File: config.mk
export PLATFORM = sky130hd
export DESIGN_NAME = chan_serializer
export DESIGN_NICKNAME = d
export VERILOG_FILES = /design/src/rtl/chan_ser_pkg.sv /design/src/rtl/chan_ser_cnt.sv /design/src/rtl/chan_serializer.sv
export SDC_FILE = /design/constraint.sdc
export NUM_CORES = 1
export LEC_CHECK = 0
export ABC_CLOCK_PERIOD_IN_PS = 2000
export BUFFER_PORTS_ARGS = -buffer_cell sky130_fd_sc_hd__buf_2
export CAP_MARGIN = 20
export CORE_AREA = 5 5 42 44
export CTS_BUF_LIST = sky130_fd_sc_hd__clkbuf_16
export DETAILED_ROUTE_END_ITERATION = 12
export DIE_AREA = 0 0 47 49
export PLACE_DENSITY = 0.57
export SLEW_MARGIN = 20
export SYNTH_ARGS = -nofsm -noshare
export SYNTH_HDL_FRONTEND = slang
export SYNTH_HIERARCHICAL = 1
export SYNTH_SLANG_ARGS = --single-unit
File: constraint.sdc
create_clock -name clk -period 2 [get_ports clk]
set_input_delay 0.4 -clock clk [delete_from_list [all_inputs] [get_ports clk]]
set_output_delay 0.4 -clock clk [all_outputs]
set_load 0.005 [all_outputs]
File: src/rtl/chan_ser_pkg.sv
// Shared types and limits for the channel serializer.
// Optional end-of-frame marker is enabled with CHAN_SERIALIZER_LAST_EN.
package chan_ser_pkg;

  localparam int unsigned NUM_CH_MAX = 8;
  localparam int unsigned NUM_CH_MIN = 2;

  typedef enum logic {
    IDLE  = 1'b0,
    SHIFT = 1'b1
  } state_t;

endpackage

File: src/rtl/chan_ser_cnt.sv
// Channel-index counter: advances on each output transfer, wraps at NUM_CH-1,
// and clears synchronously while en is low.
module chan_ser_cnt
  import chan_ser_pkg::*;
#(
  parameter int unsigned NUM_CH = 2
) (
  input  logic                      clk,
  input  logic                      rst_n,
  input  logic                      en,
  input  logic                      adv,
  output logic [$clog2(NUM_CH)-1:0] cnt,
  output logic [$clog2(NUM_CH)-1:0] cnt_nxt_c,
  output logic                      at_last_c
);

  localparam int unsigned SW = $clog2(NUM_CH);
  localparam logic [SW-1:0] LAST = SW'(NUM_CH - 1);

  assign at_last_c = (cnt == LAST);

  always_comb begin
    cnt_nxt_c = cnt;
    if (!en) begin
      cnt_nxt_c = '0;
    end else if (adv) begin
      cnt_nxt_c = at_last_c ? '0 : cnt + SW'(1);
    end
  end

  always_ff @(posedge clk or negedge rst_n) begin
    if (!rst_n) begin
      cnt <= '0;
    end else begin
      cnt <= cnt_nxt_c;
    end
  end

endmodule

File: src/rtl/chan_serializer.sv
// Parallel-to-serial channel serializer: captures NUM_CH words and emits them
// one per output transfer. Define CHAN_SERIALIZER_LAST_EN to add out_last.
module chan_serializer
  import chan_ser_pkg::*;
#(
  parameter int unsigned NUM_CH = 2,
  parameter int unsigned DW     = 1
) (
  input  logic                      clk,
  input  logic                      rst_n,
  input  logic                      en,
  input  logic [NUM_CH*DW-1:0]      in_data,
  input  logic                      in_valid,
  output logic                      in_ready,
  output logic [DW-1:0]             out_data,
  output logic                      out_valid,
  input  logic                      out_ready,
  output logic [$clog2(NUM_CH)-1:0] out_sel,
  output logic                      sel_load
`ifdef CHAN_SERIALIZER_LAST_EN
  ,
  output logic                      out_last
`endif
);

  localparam int unsigned SW = $clog2(NUM_CH);
  localparam int unsigned HW = NUM_CH * DW;

  if (NUM_CH < NUM_CH_MIN || NUM_CH > NUM_CH_MAX || DW < 1) begin : g_param_check
    $error("chan_serializer: NUM_CH must be 2..8 and DW at least 1");
  end

  state_t          state;
  state_t          state_d;
  logic [HW-1:0]   holding;
  logic [HW-1:0]   holding_d;
  logic [DW-1:0]   out_data_d;
  logic            out_valid_d;
  logic [SW-1:0]   cnt;
  logic [SW-1:0]   cnt_nxt;
  logic            at_last;
  logic            in_xfer;
  logic            out_xfer;

  // Ready is gated by the registered enable so it is low throughout reset;
  // the out_ready term lets the next frame load on the last word's transfer.
  assign in_ready = en & sel_load &
                    ((state == IDLE) | ((state == SHIFT) & at_last & out_ready));
  assign in_xfer  = in_valid & in_ready;
  assign out_xfer = out_valid & out_ready;
  assign out_sel  = cnt;

  chan_ser_cnt #(
    .NUM_CH (NUM_CH)
  ) u_cnt (
    .clk       (clk),
    .rst_n     (rst_n),
    .en        (en),
    .adv       (out_xfer),
    .cnt       (cnt),
    .cnt_nxt_c (cnt_nxt),
    .at_last_c (at_last)
  );

  // FSM state register
  always_ff @(posedge clk or negedge rst_n) begin
    if (!rst_n) begin
      state <= IDLE;
    end else begin
      state <= state_d;
    end
  end

  // FSM next-state logic
  always_comb begin
    state_d = state;
    if (!en) begin
      state_d = IDLE;
    end else begin
      case (state)
        IDLE:    if (in_xfer) state_d = SHIFT;
        SHIFT:   if (out_xfer && at_last && !in_xfer) state_d = IDLE;
        default: state_d = IDLE;
      endcase
    end
  end

  // Output / datapath next values; everything holds unless a transfer occurs
  always_comb begin
    holding_d   = holding;
    out_valid_d = out_valid;
    out_data_d  = out_data;
    if (!en) begin
      holding_d   = '0;
      out_valid_d = 1'b0;
      out_data_d  = '0;
    end else if (in_xfer) begin
      holding_d   = in_data;
      out_valid_d = 1'b1;
      out_data_d  = in_data[DW-1:0];
    end else if (out_xfer) begin
      if (at_last) begin
        out_valid_d = 1'b0;
        out_data_d  = '0;
      end else begin
        out_data_d = DW'(holding >> (DW * 32'(cnt_nxt)));
      end
    end
  end

  always_ff @(posedge clk or negedge rst_n) begin
    if (!rst_n) begin
      holding   <= '0;
      out_valid <= 1'b0;
      out_data  <= '0;
      sel_load  <= 1'b0;
    end else begin
      holding   <= holding_d;
      out_valid <= out_valid_d;
      out_data  <= out_data_d;
      sel_load  <= en;
    end
  end

`ifdef CHAN_SERIALIZER_LAST_EN
  logic out_last_d;

  assign out_last_d = out_valid_d & (cnt_nxt == SW'(NUM_CH - 1));

  always_ff @(posedge clk or negedge rst_n) begin
    if (!rst_n) begin
      out_last <= 1'b0;
    end else begin
      out_last <= out_last_d;
    end
  end
`endif

endmodule

==> run summary <==
The startpoint class of the critical path is a flip-flop. The flop-to-flop setup slack was 510 ps; the peak per-stage delay on the critical path was 420 ps. The standard cell core area was 1400 um^2. The number of H-tree branching levels is 1. The area growth from synthesis to layout is 39.1%. The vias per cell is 4.53.

Routability-driven placement finished with a final weighted congestion of 0.669. 12 I/O pins were placed. On the critical path the largest part of the delay comes from flip-flops. TritonCTS built the clock tree.

The post-route clock skew was 0.473 ps; the transition time at the pin with the least slew margin was 239 ps. The signal on the critical path passes through a21bo_1 -> and3_1 -> buf_2. The biggest area contributor in the post-synthesis netlist is dfrtp_1. Setup repair after global routing left no endpoint under its margin. The checks that failed: negative hold slack.

The endpoint class of the critical path was an output port. In this run the critical register-to-register path is launched from out_valid. After clock tree synthesis, the clock-pin slew on the worst setup and hold paths is 40 ps. From left edge to right edge, the die measures 47 um. The number of violations reported at the end of detailed-routing iteration 0 is 6. The run gives 0.249 nW as the leakage power of the design. For the finished layout, the period the worst path requires is 1590 ps.

Yosys printed 6 warnings. The power per standard cell area works out to 1110 nW/um^2. In the synthesized netlist, the number of instances is 31. The top cell types in the final layout, fill and taps aside, are buf_2, dfrtp_1, inv_1. After clock tree synthesis, the flow added hold-fix buffers numbering 0. The clock drives 7 sinks. The tools report the met1 layer wirelength in the final routing as 347 um. Dividing the synthesized area by the synthesized cell count gives 11.1 um^2. The number of standard-cell rows in the floorplan is 14, and the die extent in y is 49 um. For the core utilization of the finished layout, the log shows 0.343. The library cell used most frequently in the layout, excluding fill and tap cells, is buf_2. The cell area that synthesis handed to floorplanning was 345 um^2. The average detailed-routed wire length per instance is 11.7 um, and the maximum vdd drop is 0.468 mV. Data arrives at the worst endpoint at 1190 ps. The logs give 272 for the number of global-route vias before repair and 480 um^2 for the area of all placed cells without fillers. The relative slew slack came out at 0.840. Counting buffers and inverters, the worst setup path is 3 cells deep. The number of antenna diodes in the final layout is 0.

The final layout contains routed wiring with a total length of 700 um. Counting every net in the synthesized netlist gives 38. After detailed placement, the total cell area comes to 402 um^2. Summed over all layers, the global routing overflow is 0. The cell sitting at the root of the clock tree is a clkbuf_16. The smallest hold slack came out at -1.43 ps. The tools report the final number of max-transition violations as 0. The tools report the number of cells upsized or downsized after cts as 0. The tools report the global-route total usage across every layer as 0.0738. The run finished, with violations left.

Buffers inserted during clock tree synthesis total 3. For the sequential area share after synthesis, the log shows 0.507. The routed design uses 64 um of met3 wire. In this run the top signal layer used is met3.

The completed layout was analyzed and its total power is 533 uW. Max-cap violations in this run came to 0. The number of nets at the end of the flow was 52. For the worst setup path, the data required time is 1600 ps.

Ranked by total cell area, the synthesized netlist is headed by dfrtp_1, mux2i_1, a22o_1, inv_1, a31oi_1. Summed over all nets, the half-perimeter wirelength after detailed placement is 519 um. Following the worst setup path forward leads to its endpoint at in_ready. The post-route fraction of the period consumed by the critical path is 0.797. Tracing the worst setup path back leads to its startpoint at u_cnt/at_last_c. The maximum number of buffers from clock root to sink was 2. Worst setup path category: reg -> out.

The number of different library cells used by synthesis comes to 17. The buffers plus inverters on the worst setup path was 1; the maximum clock frequency was 627 MHz. The endpoint identified for the worst register-to-register timing path is out_data.

The logs give 288 um for the sum of met2 wire segment lengths after detailed routing and 230 ps for the clock latency on the worst-skew pair. The logs give 0 ps for the total negative slack for setup checks and 0 for the initial antenna violation count. The critical path's slowest cell was dfrtp_1. The share of layout cells above drive strength 1 was 0.364; the number of setup violations in the final report was 0. Of all nets on the critical path, the largest fanout is 6.

The detail route stage leaves a number of antenna-violating nets equal to 0. Input and output buffers added on the ports amount to 11. The total count of hold-check failures in the final report was 7; the area share of the largest cell type after synthesis was 0.507.

Before antenna repair, the detailed router went through 4 iterations. The die covers 2300 um^2. The maximum number of pins on one net before global-route repair is 9, and the buffers inserted during post-CTS setup optimization is 0. The synthesized design contains 7 register bits. The wire length of the first global-routing pass is 1190 um, and the depth of the worst register-to-register path is 6. The routed layout has 272 vias. The number of remaining DRC errors was 0.

The filler cells instantiated in the layout total 155. The path class of the tightest hold or removal check is in -> async. The initial core utilization is 0.246.
-- synth_stat cells (all sizes together) --
| cell type | n |
|---|---|
| dfrtp | 7 |
| inv | 4 |
| a22o | 2 |
| a31oi | 2 |
| and2 | 2 |
| buf | 2 |
| mux2i | 2 |
| nand2 | 2 |
| a21bo | 1 |
| a31o | 1 |
| and3 | 1 |
| and4 | 1 |
| nand3b | 1 |
| o21a | 1 |
| o22ai | 1 |
| xor2 | 1 |
-- kinds of logic after synthesis --
logic type	synth area share
compound gates	0.181
xor+xnor	0.0254
buf+inv	0.0978
flops	0.507
mux	0.0580
simple gates	0.130
-- layer usage --
metal  up-vias  GRT usage
li1        134          -
met1       124      0.106
met2        14     0.0882
met3         0     0.0221
met4         0     0.0553
met5         -          0
-- registers in the layout, summed over array words and instances (netlist names) --
signal	cells
holding	2
out_data	1
out_valid	1
sel_load	1
state	1
u_cnt/at_last_c	1
-- worst reg2reg max path, delay by kind of cell (launching register included) --
| family | cells | cell delay, ps |
|---|---|---|
| AO/OA/AOI/OAI | 2 | 290 |
| multiplexers | 1 | 180 |
| flip-flops | 1 | 410 |
| AND/OR/NAND/NOR | 2 | 370 |
| XOR/XNOR | 1 | 130 |
-- stage by stage --
| step | cells | worst slack, ps |
|---|---|---|
| final | 60 | 406 |
| after global routing | 60 | 357 |
| after CTS | 60 | 389 |
| after detailed placement | 56 | 412 |
| after global placement | 56 | 430 |
| after floorplan | 31 | 574 |
-- report_power, final --
group	internal, mW	switching, mW	total [mW]
logic	0.0217	0.0196	0.0413
clock network	0.260	0.0738	0.334
registers	0.151	0.00715	0.158
-- worst min path at each step --
stage,to,start,cells past startpoint,slack [ps]
floorplan,holding[0],rst_n,0,100
global placement,holding[0],rst_n,1,250
detailed placement,holding[0],rst_n,1,250
CTS,sel_load,rst_n,1,3
global route,sel_load,rst_n,1,9
finish,holding[1],rst_n,1,-1
-- cell type report --
| type | count | area (um^2) | area share |
|---|---|---|---|
| multi-input combinational | 18 | 136 | 0.284 |
| timing repair buffer | 11 | 55.1 | 0.115 |
| clock inverter | 1 | 3.75 | 0.00781 |
| sequential | 7 | 175 | 0.365 |
| tap | 16 | 20.0 | 0.0417 |
| inverter | 4 | 15.0 | 0.0312 |
| clock buffer | 3 | 75.1 | 0.156 |
Note: power is estimated with default switching activity, not from simulation.
